==> src/rtl/lcd_pkg.sv <==
// Shared types and constants for the dual-LCD framebuffer write path.
package lcd_pkg;
  localparam int unsigned LCD_W = 320;
  localparam int unsigned GB_W  = 160;
  localparam int unsigned GB_H  = 144;
  localparam int unsigned FB_AW = 16;

  typedef struct packed {
    logic [15:0] addr;
    logic [14:0] data;
  } fb_entry_t;

  typedef enum logic {LAST1, LAST2} grant_t;
endpackage

==> src/rtl/lcd_wr_fifo.sv <==
// Small synchronous show-ahead FIFO of framebuffer entries with flush.
module lcd_wr_fifo
  import lcd_pkg::*;
#(
  parameter int unsigned DEPTH = 4
) (
  input  logic      clk,
  input  logic      reset,
  input  logic      flush,
  input  logic      push,
  input  logic      pop,
  input  fb_entry_t wdata,
  output fb_entry_t rdata,
  output logic      full,
  output logic      empty
);
  localparam int unsigned AW = $clog2(DEPTH);

  fb_entry_t      mem [DEPTH];
  logic [AW-1:0]  wp, rp;
  logic [AW:0]    cnt;
  logic           do_push, do_pop;

  assign full    = (cnt == (AW+1)'(DEPTH));
  assign empty   = (cnt == '0);
  assign rdata   = mem[rp];
  assign do_push = push & ~full;
  assign do_pop  = pop & ~empty;

  always_ff @(posedge clk) begin
    if (reset || flush) begin
      wp  <= '0;
      rp  <= '0;
      cnt <= '0;
    end else begin
      if (do_push) wp <= wp + 1'b1;
      if (do_pop)  rp <= rp + 1'b1;
      cnt <= cnt + (AW+1)'(do_push) - (AW+1)'(do_pop);
    end
  end

  always_ff @(posedge clk) begin
    if (do_push && !flush) mem[wp] <= wdata;
  end
endmodule

==> src/rtl/lcd_write_arbiter.sv <==
// Merges two Game Boy pixel streams into one side-by-side 320x144 framebuffer
// write port: per-source position counters and FIFOs, round-robin grant.
module lcd_write_arbiter #(
  parameter int unsigned FIFO_DEPTH = 4,
  parameter int unsigned GB_W       = 160,
  parameter int unsigned GB_H       = 144
) (
  input  logic        clk,
  input  logic        reset,
  input  logic        clkena1,
  input  logic [14:0] data1,
  input  logic [1:0]  mode1,
  input  logic        on1,
  input  logic        clkena2,
  input  logic [14:0] data2,
  input  logic [1:0]  mode2,
  input  logic        on2,
  output logic        wr_en,
  output logic [15:0] wr_addr,
  output logic [14:0] wr_data,
  output logic        ovf1,
  output logic        ovf2,
  output logic        frame_done1,
  output logic        frame_done2
);
  import lcd_pkg::*;

  localparam int unsigned XW = $clog2(GB_W);
  localparam int unsigned YW = $clog2(GB_H);

  logic [1:0]  ena, on, clr, acc, push, pop, full, empty, avail, ovf_v, fd_v;
  logic [14:0] din [2];
  fb_entry_t   wdat [2], rdat [2];
  grant_t      ptr, ptr_nxt;

  assign ena     = {clkena2, clkena1};
  assign on      = {on2, on1};
  assign clr     = {~on2 | (mode2 == 2'b01), ~on1 | (mode1 == 2'b01)};
  assign din[0]  = data1;
  assign din[1]  = data2;

  for (genvar s = 0; s < 2; s++) begin : g_src
    logic [XW-1:0]    x;
    logic [YW-1:0]    y;
    logic             done, last, ovf_q, fd_q;
    logic [FB_AW-1:0] addr;

    assign last    = (x == XW'(GB_W - 1)) && (y == YW'(GB_H - 1));
    // Dropped pixels still advance the position so later pixels land correctly.
    assign acc[s]  = ena[s] & ~clr[s] & ~done;
    assign push[s] = acc[s] & ~full[s];
    assign addr    = (FB_AW'(y) << 8) + (FB_AW'(y) << 6) + FB_AW'(x)
                   + FB_AW'(s * GB_W);
    assign wdat[s] = {addr, din[s]};
    assign ovf_v[s] = ovf_q;
    assign fd_v[s]  = fd_q;

    always_ff @(posedge clk) begin
      if (reset || clr[s]) begin
        x    <= '0;
        y    <= '0;
        done <= 1'b0;
      end else if (acc[s]) begin
        if (x == XW'(GB_W - 1)) begin
          x <= '0;
          if (y == YW'(GB_H - 1)) begin
            y    <= '0;
            done <= 1'b1;
          end else begin
            y <= y + 1'b1;
          end
        end else begin
          x <= x + 1'b1;
        end
      end
    end

    always_ff @(posedge clk) begin
      if (reset) begin
        ovf_q <= 1'b0;
        fd_q  <= 1'b0;
      end else begin
        fd_q <= acc[s] & last;
        if (acc[s] && full[s]) ovf_q <= 1'b1;
      end
    end

    lcd_wr_fifo #(.DEPTH(FIFO_DEPTH)) u_fifo (
      .clk   (clk),
      .reset (reset),
      .flush (~on[s]),
      .push  (push[s]),
      .pop   (pop[s]),
      .wdata (wdat[s]),
      .rdata (rdat[s]),
      .full  (full[s]),
      .empty (empty[s])
    );
  end

  // A source being switched off is flushing, so it must not be granted.
  assign avail = ~empty & on;

  always_comb begin
    pop     = '0;
    ptr_nxt = ptr;
    if (avail == 2'b11) begin
      if (ptr == LAST1) begin
        pop     = 2'b10;
        ptr_nxt = LAST2;
      end else begin
        pop     = 2'b01;
        ptr_nxt = LAST1;
      end
    end else if (avail[0]) begin
      pop     = 2'b01;
      ptr_nxt = LAST1;
    end else if (avail[1]) begin
      pop     = 2'b10;
      ptr_nxt = LAST2;
    end
  end

  always_ff @(posedge clk) begin
    if (reset) ptr <= LAST2;
    else       ptr <= ptr_nxt;
  end

  always_ff @(posedge clk) begin
    if (reset) begin
      wr_en   <= 1'b0;
      wr_addr <= '0;
      wr_data <= '0;
    end else begin
      wr_en <= |pop;
      if (pop[0])      {wr_addr, wr_data} <= rdat[0];
      else if (pop[1]) {wr_addr, wr_data} <= rdat[1];
    end
  end

  assign ovf1        = ovf_v[0];
  assign ovf2        = ovf_v[1];
  assign frame_done1 = fd_v[0];
  assign frame_done2 = fd_v[1];
endmodule

==> config.mk <==
export PLATFORM = sky130hd
export DESIGN_NAME = lcd_write_arbiter
export DESIGN_NICKNAME = d
export VERILOG_FILES = /design/src/rtl/lcd_pkg.sv /design/src/rtl/lcd_wr_fifo.sv /design/src/rtl/lcd_write_arbiter.sv
export SDC_FILE = /design/constraint.sdc
export NUM_CORES = 1
export LEC_CHECK = 0
export ABC_CLOCK_PERIOD_IN_PS = 3000
export CORE_ASPECT_RATIO = 1.75
export CORE_MARGIN = 1.5
export CORE_UTILIZATION = 45
export DETAILED_ROUTE_END_ITERATION = 10
export PLACE_DENSITY = 0.74
export REMOVE_ABC_BUFFERS = 1
export SLEW_MARGIN = 15
export SYNTH_ARGS = -nofsm -noshare
export SYNTH_HDL_FRONTEND = slang
export SYNTH_SLANG_ARGS = --single-unit
==> constraint.sdc <==
create_clock -name clk -period 3 [get_ports clk]
set_input_delay 0.45 -clock clk [delete_from_list [all_inputs] [get_ports clk]]
set_output_delay 0.45 -clock clk [all_outputs]
set_load 0.01 [all_outputs]
==> results.py <==
metrics = {
    "power": {
        "vdd_ir_drop_max_mv": 0.4607,
        "p_leak_nw": 5.598,
        "power.density_nw_per_um2": 601.2,
    },
    "timing": {
        "timing.fmax_ghz": 0.3832,
        "max_slew_margin_pct": 55.42,
        "timing.final.crit_share_pct": 86.98,
        "finalClockSkew_ns": 0.01249,
        "worst_slack_ns": 0.3907,
        "number_of_hold_slack_violations_in_the_final_timing_report": 0,
        "rsz0062_at_grt": "no",
        "max_slew.worst_pin.slew_ns": 0.6687,
        "final_period_minus_worst_setup_slack_ns": 2.609,
        "final_max_slew_viol_count": 0,
        "fin_worst_hold_slack_ns": 0.4753,
        "finalSetupViolations": 0,
    },
    "grt": {
        "grt.total_usage_pct": 17.93,
        "grt_max_degree": 63,
        "grt_pass1_wl_mm": 42.92,
        "antenna_found_initial": 0,
        "gr-total-overflow": 0,
        "first_global_vias": 7717,
    },
    "worst_setup_path": {
        "timing.rr.start": "g_src[1].y[0]$_SDFFE_PP0P_",
        "critical_path.slowest_cell": "sky130_fd_sc_hd__dfxtp_1",
        "critical-path-max-stage-delay_ns": 0.50,
        "end_kind": "flip-flop",
        "path_delay_family": "compound AO/OA/AOI/OAI gates",
        "critPathBufInv": 2,
        "cp_data_required_time_ns": 3.26,
        "worst-setup-path-type": "reg -> reg",
        "worstPathMaxFanout": 8,
        "regToRegSetupSlack_ns": 0.39,
        "timing.critical_path.from": "g_src[1].y[0]$_SDFFE_PP0P_",
        "cp_cell_sequence": "ha_1, ha_1, inv_1, fa_1, inv_1, a21o_1, a41o_1, o41ai_1, xnor2_1",
        "worstPathArrival_ns": 2.87,
        "start_kind": "flip-flop",
    },
    "cts": {
        "clock_tree.htree_level_count": 1,
        "cts_buffers": 29,
        "clock_insertion_delay_worst_skew_ns": 0.56,
        "tritoncts_num_sinks": 337,
        "tritoncts": "built",
        "cts-root-to-sink-buffers": 3,
        "path_clk_slew_ns": 0.07,
        "count_of_hold_buffers_inserted_by_post_cts_repair": 0,
        "ctsRootBufferMaster": "sky130_fd_sc_hd__clkbuf_16",
        "ctsResizeCount": 0,
        "cts_post_setup_buffers_inserted": 0,
    },
    "place": {
        "dpl.hpwl_mm": 17.63,
        "placement.setup.worst_slack_ns": 0.09570,
        "routabilityCongestion": 0.7777,
        "io_buffers": 75,
        "detailed_place.area_um2": 15190,
    },
    "logic_synthesis": {
        "syn_area_um2": 13790,
        "synth.area.top_cells": "sky130_fd_sc_hd__edfxtp_1, sky130_fd_sc_hd__dfxtp_1, sky130_fd_sc_hd__mux4_2",
        "count_of_warnings_emitted_by_yosys": 0,
        "synth-main-ff-cell": "sky130_fd_sc_hd__edfxtp_1",
        "synth_seq_area_share_pct": 66.94,
        "synth_area_leader_cell": "sky130_fd_sc_hd__edfxtp_1",
        "synth-edff-count": 248,
        "synth_seq_cells": 337,
        "asyncSetResetFlopFracSynth_pct": 0,
        "avgSynthCellArea_um2": 16.11,
        "syn_inst": 856,
        "synth_cell_type_count": 52,
        "yosysTopAreaCellShare_pct": 54.02,
    },
    "run": {
        "drv.max_cap_violation_count": 0,
    },
    "floorplan": {
        "floorplan.io_pins": 76,
        "floorplan.initialDensity_pct": 45.87,
        "dieHeight_um": 234.6,
        "placeable_core_region_um2": 30060,
        "die_w_um": 135.3,
        "num_rows": 84,
        "die_area_um2": 31740,
    },
    "detailed_routing": {
        "routed_wire_length_per_instance_um": 20.02,
        "dr_total_vias": 7401,
        "detailedRoute.firstIterationViolations": 464,
        "drtAntennaViolNets": 0,
        "drt_drc_violations_left": 0,
        "vias_per_cell": 5.430,
        "routed_wirelength_mm": 27.28,
        "detail_route.first_pass.iterations": 4,
    },
    "layout": {
        "area_growth_synth_to_finish_pct": 17.42,
        "multiInputGateArea_um2": 4315,
        "antenna-diode-count": 0,
        "layout.core_utilization_pct": 53.85,
        "final_layout_size_suffix_gt1_share_pct": 15.06,
        "layout.filler_cells": 2416,
        "fin_area_um2": 16190,
        "final_nets": 1038,
        "area_taken_by_flip_flops_and_latches_um2": 9231,
    },
    "outcome": {
        "outcome": "finished clean",
    },
    "worst_hold_path": {
        "min_from": "g_src[0].done$_SDFFE_PP0P_",
        "type_of_the_most_critical_hold_path": "reg -> reg",
    },
}
[per-layer routing]
metal,up-vias,track usage [%],wire (um)
met3,43,2.907,1208
met5,-,0,0
met2,172,33.53,14820
li1,3474,-,-
met1,3712,19.72,10140
met4,0,8.165,1114
[per-stage QoR]
stage	TNS (ns)	power [mW]	cells
floorplan	-0.4379	5.592	824
global placement	0	5.928	1309
detailed placement	0	5.943	1309
finish	0	9.732	1363
CTS	0	9.808	1363
global route	0	10.05	1363
[cells in the mapped netlist, types with 2 or more instances]
| cell type | count |
|---|---|
| sky130_fd_sc_hd__a211oi_1 | 35 |
| sky130_fd_sc_hd__a21o_1 | 4 |
| sky130_fd_sc_hd__o31ai_1 | 3 |
| sky130_fd_sc_hd__nor4b_1 | 2 |
| sky130_fd_sc_hd__nand2_1 | 20 |
| sky130_fd_sc_hd__o21ai_0 | 8 |
| sky130_fd_sc_hd__nand3_1 | 4 |
| sky130_fd_sc_hd__and2_1 | 11 |
| sky130_fd_sc_hd__edfxtp_1 | 248 |
| sky130_fd_sc_hd__and4_1 | 2 |
| sky130_fd_sc_hd__or3_1 | 3 |
| sky130_fd_sc_hd__mux2i_1 | 38 |
| sky130_fd_sc_hd__a31oi_1 | 4 |
| sky130_fd_sc_hd__nor3_1 | 6 |
| sky130_fd_sc_hd__nor2_1 | 85 |
| sky130_fd_sc_hd__nor3b_1 | 2 |
| sky130_fd_sc_hd__dfxtp_1 | 89 |
| sky130_fd_sc_hd__and3_1 | 10 |
| sky130_fd_sc_hd__ha_1 | 41 |
| sky130_fd_sc_hd__xnor2_1 | 24 |
| sky130_fd_sc_hd__nor2b_1 | 3 |
| sky130_fd_sc_hd__buf_2 | 7 |
| sky130_fd_sc_hd__xor2_1 | 22 |
| sky130_fd_sc_hd__nand2b_1 | 5 |
| sky130_fd_sc_hd__mux4_2 | 62 |
| sky130_fd_sc_hd__nand4_1 | 12 |
| sky130_fd_sc_hd__a21oi_1 | 24 |
| sky130_fd_sc_hd__or2_2 | 3 |
| sky130_fd_sc_hd__inv_1 | 30 |
| sky130_fd_sc_hd__clkbuf_1 | 22 |
| sky130_fd_sc_hd__buf_4 | 3 |
| sky130_fd_sc_hd__fa_1 | 4 |
[worst min-delay path, stage by stage (launching register included)]
cell	delay, ns
sky130_fd_sc_hd__dfxtp_1	0.31
sky130_fd_sc_hd__inv_1	0.06
sky130_fd_sc_hd__a21oi_1	0.05
[sequential cells by signal, summed over array words and instances, names as in the netlist, named ones only]
register,count
g_src.u_fifo.mem,248
g_src.x,16
g_src.y,16
wr_addr,16
wr_data,15
g_src.u_fifo.cnt,6
g_src.u_fifo.rp,4
g_src.u_fifo.wp,4
g_src.done,2
frame_done1,1
frame_done2,1
ovf1,1
ovf2,1
ptr,1
wr_en,1
[final cells by class]
type                       instances  area share [%]
clock buffer                      43           5.179
inverter                          30          0.6956
sequential                       337           57.03
multi-input combinational        457           26.66
tap                              387           2.991
clock inverter                    11           1.005
timing repair buffer              98           6.446
[cells in the final DEF (no fill, tap or decap), types with 8 or more instances in the layout]
cell type / n
sky130_fd_sc_hd__edfxtp_1: 248
sky130_fd_sc_hd__dfxtp_1: 87
sky130_fd_sc_hd__nor2_1: 85
sky130_fd_sc_hd__clkdlybuf4s50_1: 74
sky130_fd_sc_hd__mux4_2: 62
sky130_fd_sc_hd__ha_1: 41
sky130_fd_sc_hd__mux2i_1: 38
sky130_fd_sc_hd__a211oi_1: 35
sky130_fd_sc_hd__inv_1: 30
sky130_fd_sc_hd__clkbuf_16: 29
sky130_fd_sc_hd__xnor2_1: 24
sky130_fd_sc_hd__a21oi_1: 24
sky130_fd_sc_hd__xor2_1: 22
sky130_fd_sc_hd__nand2_1: 19
sky130_fd_sc_hd__buf_4: 13
sky130_fd_sc_hd__nand4_1: 12
sky130_fd_sc_hd__and2_1: 11
sky130_fd_sc_hd__and3_1: 10
sky130_fd_sc_hd__buf_12: 10
sky130_fd_sc_hd__o21ai_0: 8
sky130_fd_sc_hd__clkbuf_1: 8
[final timing paths]
check	cells after the start	to
worst max-delay path	9	g_src[1].u_fifo.mem[2][29]$_DFFE_PP_
worst max register to register	9	g_src[1].u_fifo.mem[2][29]$_DFFE_PP_
worst min-delay path	2	g_src[0].done$_SDFFE_PP0P_
worst min register to register	2	g_src[0].done$_SDFFE_PP0P_
[kinds of logic after synthesis]
group / synth area share [%]
adder cells (fa/ha/maj): 4.302
AND/OR/NAND/NOR: 6.652
AO/OA/AOI/OAI: 4.465
buffers and inverters: 1.833
XOR/XNOR: 2.922
multiplexers: 12.89
flip-flops: 66.94
[where the power goes]
part | internal, mW | switching (mW) | total, mW
registers | 5.09 | 0.0606 | 5.15
clock network | 2.28 | 1.62 | 3.90
logic | 0.339 | 0.345 | 0.684
total | 7.71 | 2.03 | 9.73
No activity file was read; power rests on OpenSTA's default activity.
